### src/rtl/mips_pkg.sv
// -----------------------------------------------------------------------------
// mips_pkg
// Shared definitions for the MIPS execute stage:
//   - ALUOp codes driven by the main decoder in ID
//   - R-type funct codes recognised by the ALU control decode
//   - alu_op_e : internal ALU operation after ALU control decode
//   - mult_state_e : iterative multiplier FSM states
//   - ex_mem_t : EX/MEM pipeline register bundle
//   - mag32() : two's-complement magnitude helper for signed multiply
// -----------------------------------------------------------------------------
package mips_pkg;

  localparam int MULT_STEPS = 32;

  // ALUOp from the main decoder
  localparam logic [1:0] ALUOP_ADD   = 2'b00;
  localparam logic [1:0] ALUOP_SUB   = 2'b01;
  localparam logic [1:0] ALUOP_RTYPE = 2'b10;
  localparam logic [1:0] ALUOP_OR    = 2'b11;

  // R-type funct field
  localparam logic [5:0] FUNCT_MFHI  = 6'h10;
  localparam logic [5:0] FUNCT_MFLO  = 6'h12;
  localparam logic [5:0] FUNCT_MULT  = 6'h18;
  localparam logic [5:0] FUNCT_MULTU = 6'h19;
  localparam logic [5:0] FUNCT_ADD   = 6'h20;
  localparam logic [5:0] FUNCT_ADDU  = 6'h21;
  localparam logic [5:0] FUNCT_SUB   = 6'h22;
  localparam logic [5:0] FUNCT_SUBU  = 6'h23;
  localparam logic [5:0] FUNCT_AND   = 6'h24;
  localparam logic [5:0] FUNCT_OR    = 6'h25;
  localparam logic [5:0] FUNCT_XOR   = 6'h26;
  localparam logic [5:0] FUNCT_NOR   = 6'h27;
  localparam logic [5:0] FUNCT_SLT   = 6'h2A;
  localparam logic [5:0] FUNCT_SLTU  = 6'h2B;

  typedef enum logic [3:0] {
    ALU_ADD,
    ALU_SUB,
    ALU_AND,
    ALU_OR,
    ALU_XOR,
    ALU_NOR,
    ALU_SLT,
    ALU_SLTU,
    ALU_MFHI,
    ALU_MFLO,
    ALU_MULT,
    ALU_MULTU,
    ALU_ILLEGAL
  } alu_op_e;

  typedef enum logic [1:0] {
    MS_IDLE,
    MS_BUSY,
    MS_DONE
  } mult_state_e;

  typedef struct packed {
    logic        reg_write;
    logic        branch;
    logic        mem_read;
    logic        mem_write;
    logic        mem_to_reg;
    logic [31:0] alu_result;
    logic [31:0] wdata;
    logic [31:0] branch_target;
    logic        zero;
    logic [4:0]  wreg;
  } ex_mem_t;

  // Magnitude of v when treated as signed; raw value otherwise.
  // -2^31 maps to 0x80000000, which is the correct unsigned magnitude.
  function automatic logic [31:0] mag32(input logic [31:0] v, input logic is_signed);
    return (is_signed && v[31]) ? (~v + 32'd1) : v;
  endfunction

endpackage

### src/rtl/mult_unit.sv
// -----------------------------------------------------------------------------
// mult_unit
// Iterative 32x32 -> 64 shift-add multiplier owning the HI/LO registers.
// One add step per cycle; sign handled by multiplying magnitudes and negating
// the final product.
// Ports:
//   clk, rst        : clock, asynchronous active-high reset
//   start_i         : a mult/multu is in EX and not being flushed
//   signed_i        : 1 = mult (signed), 0 = multu
//   a_i, b_i        : operands
//   hi_o, lo_o      : architectural HI/LO
//   stall_o         : front end must hold (combinational)
// -----------------------------------------------------------------------------
module mult_unit
  import mips_pkg::*;
(
  input  logic        clk,
  input  logic        rst,
  input  logic        start_i,
  input  logic        signed_i,
  input  logic [31:0] a_i,
  input  logic [31:0] b_i,
  output logic [31:0] hi_o,
  output logic [31:0] lo_o,
  output logic        stall_o
);

  mult_state_e state_q, state_d;
  logic [4:0]  cnt_q, cnt_d;
  logic [63:0] mcand_q, mcand_d;
  logic [31:0] mplr_q, mplr_d;
  logic [63:0] acc_q, acc_d;
  logic        neg_q, neg_d;
  logic [31:0] hi_q, hi_d;
  logic [31:0] lo_q, lo_d;

  logic        last_step;
  logic [63:0] sum;

  assign last_step = (cnt_q == 5'(MULT_STEPS - 1));
  assign sum       = acc_q + (mplr_q[0] ? mcand_q : 64'd0);

  // State register
  // NOTE: sequential state uses non-blocking (<=) so every flop samples the
  // pre-edge value of the others regardless of statement order.
  always_ff @(posedge clk or posedge rst) begin
    if (rst) state_q <= MS_IDLE;
    else     state_q <= state_d;
  end

  // Next-state logic
  // NOTE: every always_comb output gets a default first, otherwise a path that
  // skips the assignment infers a latch.
  always_comb begin
    state_d = state_q;
    case (state_q)
      MS_IDLE: if (start_i)   state_d = MS_BUSY;
      MS_BUSY: if (last_step) state_d = MS_DONE;
      // DONE lets the still-held mult leave EX without being restarted.
      MS_DONE:                state_d = MS_IDLE;
      default:                state_d = MS_IDLE;
    endcase
  end

  // Output logic: IDLE stalls in the same cycle the mult is seen, then BUSY
  // stalls for every step, giving 1 + MULT_STEPS cycles of front-end hold.
  always_comb begin
    stall_o = !rst && (((state_q == MS_IDLE) && start_i) || (state_q == MS_BUSY));
  end

  // Datapath next-state
  always_comb begin
    cnt_d   = cnt_q;
    mcand_d = mcand_q;
    mplr_d  = mplr_q;
    acc_d   = acc_q;
    neg_d   = neg_q;
    hi_d    = hi_q;
    lo_d    = lo_q;
    case (state_q)
      MS_IDLE: begin
        if (start_i) begin
          mcand_d = {32'd0, mag32(a_i, signed_i)};
          mplr_d  = mag32(b_i, signed_i);
          acc_d   = 64'd0;
          cnt_d   = 5'd0;
          neg_d   = signed_i && (a_i[31] ^ b_i[31]);
        end
      end
      MS_BUSY: begin
        acc_d   = sum;
        mcand_d = mcand_q << 1;
        mplr_d  = mplr_q >> 1;
        cnt_d   = cnt_q + 5'd1;
        if (last_step) begin
          {hi_d, lo_d} = neg_q ? (~sum + 64'd1) : sum;
        end
      end
      default: ;
    endcase
  end

  // NOTE: HI/LO are architectural and software-visible, so they take a reset
  // value; an aborted multiply therefore leaves them at 0, not stale data.
  always_ff @(posedge clk or posedge rst) begin
    if (rst) begin
      cnt_q   <= 5'd0;
      mcand_q <= 64'd0;
      mplr_q  <= 32'd0;
      acc_q   <= 64'd0;
      neg_q   <= 1'b0;
      hi_q    <= 32'd0;
      lo_q    <= 32'd0;
    end else begin
      cnt_q   <= cnt_d;
      mcand_q <= mcand_d;
      mplr_q  <= mplr_d;
      acc_q   <= acc_d;
      neg_q   <= neg_d;
      hi_q    <= hi_d;
      lo_q    <= lo_d;
    end
  end

  assign hi_o = hi_q;
  assign lo_o = lo_q;

endmodule

### src/rtl/ex_stage.sv
// -----------------------------------------------------------------------------
// ex_stage
// Execute stage of the 5-stage MIPS pipeline: ALU control decode, operand
// muxing, ALU, branch target, destination select, iterative HI/LO multiplier,
// and the EX/MEM pipeline register.
// Ports:
//   clk, rst              : clock, asynchronous active-high reset
//   flush                 : squash the instruction currently in EX
//   EX_*                  : control and datapath from the ID/EX register
//   MEM_*                 : registered EX/MEM outputs
//   stall                 : combinational; PC, IF/ID, ID/EX hold while 1
// Parameter:
//   MULT_ENABLE           : 0 decodes mult/multu as illegal
// -----------------------------------------------------------------------------
module ex_stage
  import mips_pkg::*;
#(
  parameter int MULT_ENABLE = 1
) (
  input  logic        clk,
  input  logic        rst,
  input  logic        flush,
  input  logic        EX_RegDst,
  input  logic        EX_RegWrite,
  input  logic        EX_Branch,
  input  logic        EX_MemRead,
  input  logic        EX_MemWrite,
  input  logic        EX_ALUSrc,
  input  logic        EX_MemtoReg,
  input  logic [1:0]  EX_ALUOp,
  input  logic [31:0] EX_pc_plus_4,
  input  logic [31:0] EX_rdata1,
  input  logic [31:0] EX_rdata2,
  input  logic [31:0] EX_const_or_addr,
  input  logic [4:0]  EX_rt,
  input  logic [4:0]  EX_rd,
  output logic        MEM_RegWrite,
  output logic        MEM_Branch,
  output logic        MEM_MemRead,
  output logic        MEM_MemWrite,
  output logic        MEM_MemtoReg,
  output logic [31:0] MEM_alu_result,
  output logic [31:0] MEM_wdata,
  output logic [31:0] MEM_branch_target,
  output logic        MEM_zero,
  output logic [4:0]  MEM_wreg,
  output logic        stall
);

  alu_op_e     alu_op;
  logic [5:0]  funct;
  logic [31:0] op_a, op_b, diff, alu_result;
  logic [31:0] branch_target;
  logic [4:0]  wreg;
  logic        is_mult, reg_write_eff;
  logic [31:0] hi, lo;
  ex_mem_t     mem_d, mem_q;

  assign funct = EX_const_or_addr[5:0];

  // ALU control decode
  always_comb begin
    alu_op = ALU_ILLEGAL;
    case (EX_ALUOp)
      ALUOP_ADD: alu_op = ALU_ADD;
      ALUOP_SUB: alu_op = ALU_SUB;
      ALUOP_OR:  alu_op = ALU_OR;
      default: begin
        case (funct)
          FUNCT_ADD, FUNCT_ADDU: alu_op = ALU_ADD;
          FUNCT_SUB, FUNCT_SUBU: alu_op = ALU_SUB;
          FUNCT_AND:             alu_op = ALU_AND;
          FUNCT_OR:              alu_op = ALU_OR;
          FUNCT_XOR:             alu_op = ALU_XOR;
          FUNCT_NOR:             alu_op = ALU_NOR;
          FUNCT_SLT:             alu_op = ALU_SLT;
          FUNCT_SLTU:            alu_op = ALU_SLTU;
          FUNCT_MFHI:            alu_op = ALU_MFHI;
          FUNCT_MFLO:            alu_op = ALU_MFLO;
          FUNCT_MULT:            alu_op = (MULT_ENABLE != 0) ? ALU_MULT  : ALU_ILLEGAL;
          FUNCT_MULTU:           alu_op = (MULT_ENABLE != 0) ? ALU_MULTU : ALU_ILLEGAL;
          default:               alu_op = ALU_ILLEGAL;
        endcase
      end
    endcase
  end

  // Operands, branch target and destination
  assign op_a          = EX_rdata1;
  assign op_b          = EX_ALUSrc ? EX_const_or_addr : EX_rdata2;
  assign diff          = op_a - op_b;
  assign branch_target = EX_pc_plus_4 + {EX_const_or_addr[29:0], 2'b00};
  assign wreg          = EX_RegDst ? EX_rd : EX_rt;

  assign is_mult       = (alu_op == ALU_MULT) || (alu_op == ALU_MULTU);
  // Illegal ops and multiplies never write the register file.
  assign reg_write_eff = EX_RegWrite && !is_mult && (alu_op != ALU_ILLEGAL);

  // ALU
  always_comb begin
    alu_result = 32'd0;
    case (alu_op)
      ALU_ADD:  alu_result = op_a + op_b;
      ALU_SUB:  alu_result = diff;
      ALU_AND:  alu_result = op_a & op_b;
      ALU_OR:   alu_result = op_a | op_b;
      ALU_XOR:  alu_result = op_a ^ op_b;
      ALU_NOR:  alu_result = ~(op_a | op_b);
      ALU_SLT:  alu_result = {31'd0, $signed(op_a) < $signed(op_b)};
      ALU_SLTU: alu_result = {31'd0, op_a < op_b};
      ALU_MFHI: alu_result = hi;
      ALU_MFLO: alu_result = lo;
      default:  alu_result = 32'd0;
    endcase
  end

  // A flushed mult must not start; once BUSY the unit ignores start_i,
  // so a later flush cannot abort it.
  mult_unit u_mult (
    .clk      (clk),
    .rst      (rst),
    .start_i  (is_mult && !flush),
    .signed_i (alu_op == ALU_MULT),
    .a_i      (op_a),
    .b_i      (op_b),
    .hi_o     (hi),
    .lo_o     (lo),
    .stall_o  (stall)
  );

  // EX/MEM next value: a bubble while stalled, control squashed on flush.
  always_comb begin
    mem_d = '0;
    if (!stall) begin
      mem_d.alu_result    = alu_result;
      mem_d.wdata         = EX_rdata2;
      mem_d.branch_target = branch_target;
      mem_d.zero          = (diff == 32'd0);
      mem_d.wreg          = wreg;
      if (!flush) begin
        mem_d.reg_write  = reg_write_eff;
        mem_d.branch     = EX_Branch;
        mem_d.mem_read   = EX_MemRead;
        mem_d.mem_write  = EX_MemWrite;
        mem_d.mem_to_reg = EX_MemtoReg;
      end
    end
  end

  always_ff @(posedge clk or posedge rst) begin
    if (rst) mem_q <= '0;
    else     mem_q <= mem_d;
  end

  assign MEM_RegWrite      = mem_q.reg_write;
  assign MEM_Branch        = mem_q.branch;
  assign MEM_MemRead       = mem_q.mem_read;
  assign MEM_MemWrite      = mem_q.mem_write;
  assign MEM_MemtoReg      = mem_q.mem_to_reg;
  assign MEM_alu_result    = mem_q.alu_result;
  assign MEM_wdata         = mem_q.wdata;
  assign MEM_branch_target = mem_q.branch_target;
  assign MEM_zero          = mem_q.zero;
  assign MEM_wreg          = mem_q.wreg;

endmodule

### config.mk
export PLATFORM = sky130hd
export DESIGN_NAME = ex_stage
export DESIGN_NICKNAME = d
export VERILOG_FILES = /design/src/rtl/mips_pkg.sv /design/src/rtl/mult_unit.sv /design/src/rtl/ex_stage.sv
export SDC_FILE = /design/constraint.sdc
export NUM_CORES = 1
export LEC_CHECK = 0
export CAP_MARGIN = 20
export CELL_PAD_IN_SITES_DETAIL_PLACEMENT = 0
export CELL_PAD_IN_SITES_GLOBAL_PLACEMENT = 1
export CORE_MARGIN = 2
export CORE_UTILIZATION = 45
export DETAILED_ROUTE_END_ITERATION = 10
export PLACE_DENSITY = 0.87
export SLEW_MARGIN = 20
export SYNTH_ARGS = -nofsm -noshare
export SYNTH_HDL_FRONTEND = slang
export SYNTH_HIERARCHICAL = 1
export SYNTH_SLANG_ARGS = --single-unit
### constraint.sdc
create_clock -name clk -period 24 [get_ports clk]
set_clock_uncertainty 0.1 [all_clocks]
set_input_delay 3.6 -clock clk [delete_from_list [all_inputs] [get_ports clk]]
set_output_delay 3.6 -clock clk [all_outputs]
set_load 0.1 [all_outputs]
======== Word level (Yosys, flattened, before mapping) ========
Memory sizes are Yosys's and may differ from the RTL's.
Index checks and enable logic that the tools add are counted.
Widths: inputs -> output; s select.
word-level totals
  register bits ........................... 339
  bits in latches ......................... 0
  RAM bits ................................ 0
  ROM bits ................................ 256
  output and inout bits ................... 108
  memories ................................ 1
memories
  memory            words  width  rd ports  clocked after memory_dff  write ports  line            RTL
  (name not given)  64     4      1         0                         0            ex_stage.sv:69  case (funct)
operators by class
  add/sub/neg operators ................... 8
  multiply operators ...................... 0
  divide/modulo/power cells ............... 0
  $lt $le $gt $ge ......................... 2
  eq/ne operators ......................... 18
  shifts and indexed selects .............. 0
  mux-type cells .......................... 21
  bitwise operators ....................... 8
  reduce and logical (&&, ||, !) cells .... 22
operator list
  operator               number
  $pmux 32 s10           1
  $mux 64                4
  $pmux 64 s2            2
  $mux 32                4
  $mux 107               1
  $not 32->32            3
  $add 32x1->32 const B  2
  $add 32x32->32         2
  $add 64x1->64 const B  1
  $add 64x64->64         1
  $lt 32x32->1           2
  $not 64->64            1
  $pmux 32 s2            1
  $and 32x32->32         1
  $logic_not 32->1       1
  $or 32x32->32          1
  $sub 32x32->32         1
  $xor 32x32->32         1
  $eq 4x3->1 const B     4
  $eq 4x4->1 const B     4
  $mux 5                 3
  $pmux 4 s3             1
  $pmux 5 s2             1
  $eq 4x2->1 const B     2
  other kinds (17)       34

======== Longest topological paths before layout ========
  depth after elaboration ................. 9
  mapped depth ............................ 18

======== Cells and area by module ========
Netlist, hierarchy kept.
modules (own cells, without submodules)
  module     instances  cells each  area each (um2)  seq. area each (um2)
  mult_unit  1          1,963       16,514.6         5,805.6
  ex_stage   1          1,359       11,080.6         2,677.6

======== Worst setup path before layout ========
Ideal clock, no wire load.
  path type ............................... input-to-output
  start ................................... input EX_const_or_addr[5]
  end ..................................... output stall
  arrival time ............................ 6,494 ps
  slack ................................... 13,806 ps
  cell stages on the path ................. 8
  buffers on the path ..................... 2
  path through ............................ or3b_1 nor3b_1 nand2b_1 nor2_1 o21ai_1 clkbuf_1 buf_1 nor2_1
on the way
  cells in the longest elaborated chain, start to end .. 8
  elaborated cells between the ends (all ways) .. 9
  classes of those cells .................. eq/ne: 2; mux: 1; reduce/logical: 5; memory: 1
ends and longest elaborated chain
  element                line             RTL
  from (decl)            ex_stage.sv:34   input logic [31:0] EX_const_or_addr,
  $mem_v2 64x4 (*)       -
  $pmux 4 s3 (*)         ex_stage.sv:64   case (EX_ALUOp)
  $eq 4x4->1             ex_stage.sv:95   assign is_mult = (alu_op == ALU_MULT) || (alu_op == ALU_MULTU);
  $logic_or 1x1->1 (*)   ex_stage.sv:95
  $logic_and 1x1->1 (*)  ex_stage.sv:122  .start_i (is_mult && !flush),
  $logic_and 1x1->1 (*)  mult_unit.sv:68  stall_o = !rst && (((state_q == MS_IDLE) && start_i) || (state_q == MS_BUSY));
  $logic_or 1x1->1 (*)   mult_unit.sv:68
  $logic_and 1x1->1 (*)  mult_unit.sv:68
  to (decl)              ex_stage.sv:47   output logic stall
Every way passes the cells marked *; elsewhere a longest branch is shown, timed or not.

======== Worst setup path in the final report ========
  start ................................... input EX_const_or_addr[4]
  end ..................................... output stall
The elaborated chain is that of the path after synthesis.

==> metrics <==
Fin. Hold Viols 0; Syn Std Cell Area about 28000 sq um; placed insts 4199; Routed WL per cell around 24 um; maximum clock insertion buffer count 3; sequential area share after synthesis 0.307; worst skew pair latency roughly 0.59 ns; final wirelength around 100000 um; count of nets after finishing around 3800; vias post-DR ~27000; CTS Buf Count between 40 and 50; Data required, critical path 20.30 ns; first-pass GRT wire length 157000 um; core area 60500 sq um; CTS Hold Bufs 0; Avg Cell Area, Syn 8.31 sq um; cell row count 90; root buf cell clkbuf_16; initial antenna violation count 0; n_diodes 0; Clock Pin Slew Worst Setup and Hold Paths 0.06 ns; antenna viol nets, final 0; Final Critical Period about 11 ns; max_cap viols 0; Yosys warnings 6; Synth Instances 3322; crit path DAT ~7 ns; Post-Syn Nets 3670; max_slew headroom 0.244; EDFF count, synth 0; final core occ 0.531; TritonCTS clock tree done; DRC Markers 0; Die Wd ~250 um; Final GP Congestion between 0.9 and 1; GR Util All Layers 0.320; Worst Hold Class flop to flop; boundary pin count roughly 260; dpl hpwl about 80000 um; setup_tns 0 ns; crit-path max FO 14; status finished, final reports clean; RSZ-0062 raised after global routing false; area grow syn2layout 16.4%; Sink Count approximately 340; Avg Vias per Cell 6.28; Setup Crit Path Kind input pin to output port; Final period util 0.446; post-CTS sizing 0; Startpoint Class input pin; FF+latch count, synth between 300 and 400; Layout Cells excl Fill roughly 4300; design area about 32000 sq um; Yosys cell types 114; setup bufs post-CTS 0; top_reg_cell synth dfrtp_1; Leak 0.0141 uW; DIE AREA 63300 sq um; Congestion Overflow GR 0; max-slew violations 0; DIE HEIGHT around 250 um; H-Tree Depth 2; port bufs 257; fmax ~0.093 GHz; vias in the first global route roughly 25000; worst slack, placed 13.35 ns; share of cells above drive strength 1 0.0566; Async SR Flop Fraction 1.00; starting DRC count in detailed routing between 2000 and 3000; drt first pass iters 9; pin count of the biggest net entering global routing ~120; final setup violation count 0; Peak VDD IR 0.0676 mV; initial core utilization 0.456; Setup crit end kind output port; PwrDens 79.8 nW/um^2; final setup margin 13.30 ns; Cell Area, Placed 30600 sq um; Worst-Margin Slew 1.13 ns
cell usage after synthesis, types with 8 or more instances:
master,number,area [sq um]
dfrtp_1,339,8480
nand2_1,288,1080
o21ai_0,284,1420
nor2_1,276,1040
a21oi_1,251,1260
ha_1,194,2430
inv_1,144,541
clkbuf_1,140,526
xnor2_1,129,1130
xor2_1,91,797
and2_1,87,544
a22o_1,79,692
a22oi_1,64,480
nor3_1,64,320
nor2b_1,54,338
nand4_1,51,319
mux2i_1,48,480
a21o_1,45,338
o31ai_1,41,308
a211oi_1,39,293
a31oi_1,37,231
nand2b_1,37,231
a221oi_1,33,289
nand3_1,33,165
o22ai_1,29,181
buf_2,26,130
nor4_1,25,156
o21a_1,25,188
o21ai_1,23,115
o21bai_1,23,173
o211ai_1,19,143
and4_1,16,140
or3_1,16,100
a222oi_1,13,130
and3_1,13,81.3
buf_1,12,45.0
a21oi_2,11,96.3
o221ai_1,9,78.8
o41ai_1,9,78.8
or4_1,9,67.6
a221o_1,8,80.1
a311oi_1,8,70.1
buf_4,8,60.1
or2_2,8,50.1
worst paths after layout:
| check | start | endpoint | slack [ns] | cells after the start |
|---|---|---|---|---|
| min | u_mult/acc_q[38] | u_mult/acc_q[38] | 0.39 | 2 |
| max in group asynchronous | rst | u_mult/neg_q | 18.01 | 4 |
| min in group asynchronous | rst | u_mult/mplr_q[3] | 3.57 | 2 |
| max reg2reg | u_mult/mplr_q[0] | u_mult/hi_o[31] | 17.75 | 17 |
| max | EX_const_or_addr[4] | stall | 13.30 | 9 |
| min reg2reg | u_mult/acc_q[38] | u_mult/acc_q[38] | 0.39 | 2 |
layout by cell type, fill, tap and decap left out, types with 54 or more instances in the layout:
cell and instances:
clkdlybuf4s50_1 256, xor2_1 91, o21ai_0 283, dfrtp_1 338, nand2_1 286, nor2b_1 54, a22o_1 79, inv_1 142
nor3_1 64, ha_1 194, xnor2_1 129, a21oi_1 251, and2_1 88, nor2_1 273, a22oi_1 64
area by class of cell:
cell class / instances / area (sq um)
Tap cell: 782 / 978
Inverter: 149 / 569
Fill cell: 5787 / 28400
Sequential cell: 339 / 8480
Clock inverter: 23 / 280
Timing Repair Buffer: 287 / 2800
Multi-Input combinational cell: 2643 / 17800
Clock buffer: 56 / 1190
sequential cells by signal (all words and copies together), names as in the netlist:
register and flops:
MEM_wdata 32, MEM_MemWrite 1, u_mult/hi_o 32, MEM_MemRead 1
u_mult/state_q 2, MEM_RegWrite 1, u_mult/cnt_q 5, u_mult/mcand_q 64
MEM_Branch 1, MEM_zero 1, u_mult/lo_o 32, u_mult/mplr_q 32
MEM_MemtoReg 1, u_mult/neg_q 1, u_mult/acc_q 64, MEM_branch_target 32
MEM_alu_result 32, MEM_wreg 5
kinds of logic (layout without fill, tap and decap cells):
logic type | count (synthesis) | in the layout | synth area share
flops | 339 | 339 | 0.307
mux | 53 | 53 | 0.0196
buf+inv | 340 | 515 | 0.0496
compound gates | 1150 | 1150 | 0.280
simple gates | 1022 | 1022 | 0.183
xor+xnor | 220 | 220 | 0.0698
fa+ha+maj | 198 | 198 | 0.0909
power breakdown:
group / leakage, uW / switching [uW] / internal (uW)
clock network: 0.000712 / 275 / 405
logic: 0.00913 / 802 / 364
registers: 0.00422 / 55.7 / 660
per-stage QoR:
| step | hold WS (ns) | total power, uW |
|---|---|---|
| CTS | 0.394 | 2550 |
| detailed placement | 0.380 | 1870 |
| global route | 0.412 | 2680 |
| finish | 0.388 | 2560 |
| floorplan | 0.346 | 1540 |
| global placement | 0.364 | 1860 |
critical path, stage by stage:
cell             delay, ns
clkdlybuf4s50_1       0.58
or3b_1                0.42
nor3b_1               0.26
nand2b_1              0.14
nor2_1                0.13
buf_4                 0.27
o21ai_4               0.09
nor2_4                0.30
clkdlybuf4s50_1       1.20
layer usage:
layer	wire [um]	track usage
met5	0	0
met4	3740	0.110
met3	8020	0.0458
met2	47900	0.517
met1	44700	0.440
Power figures use the tool's default switching activity.
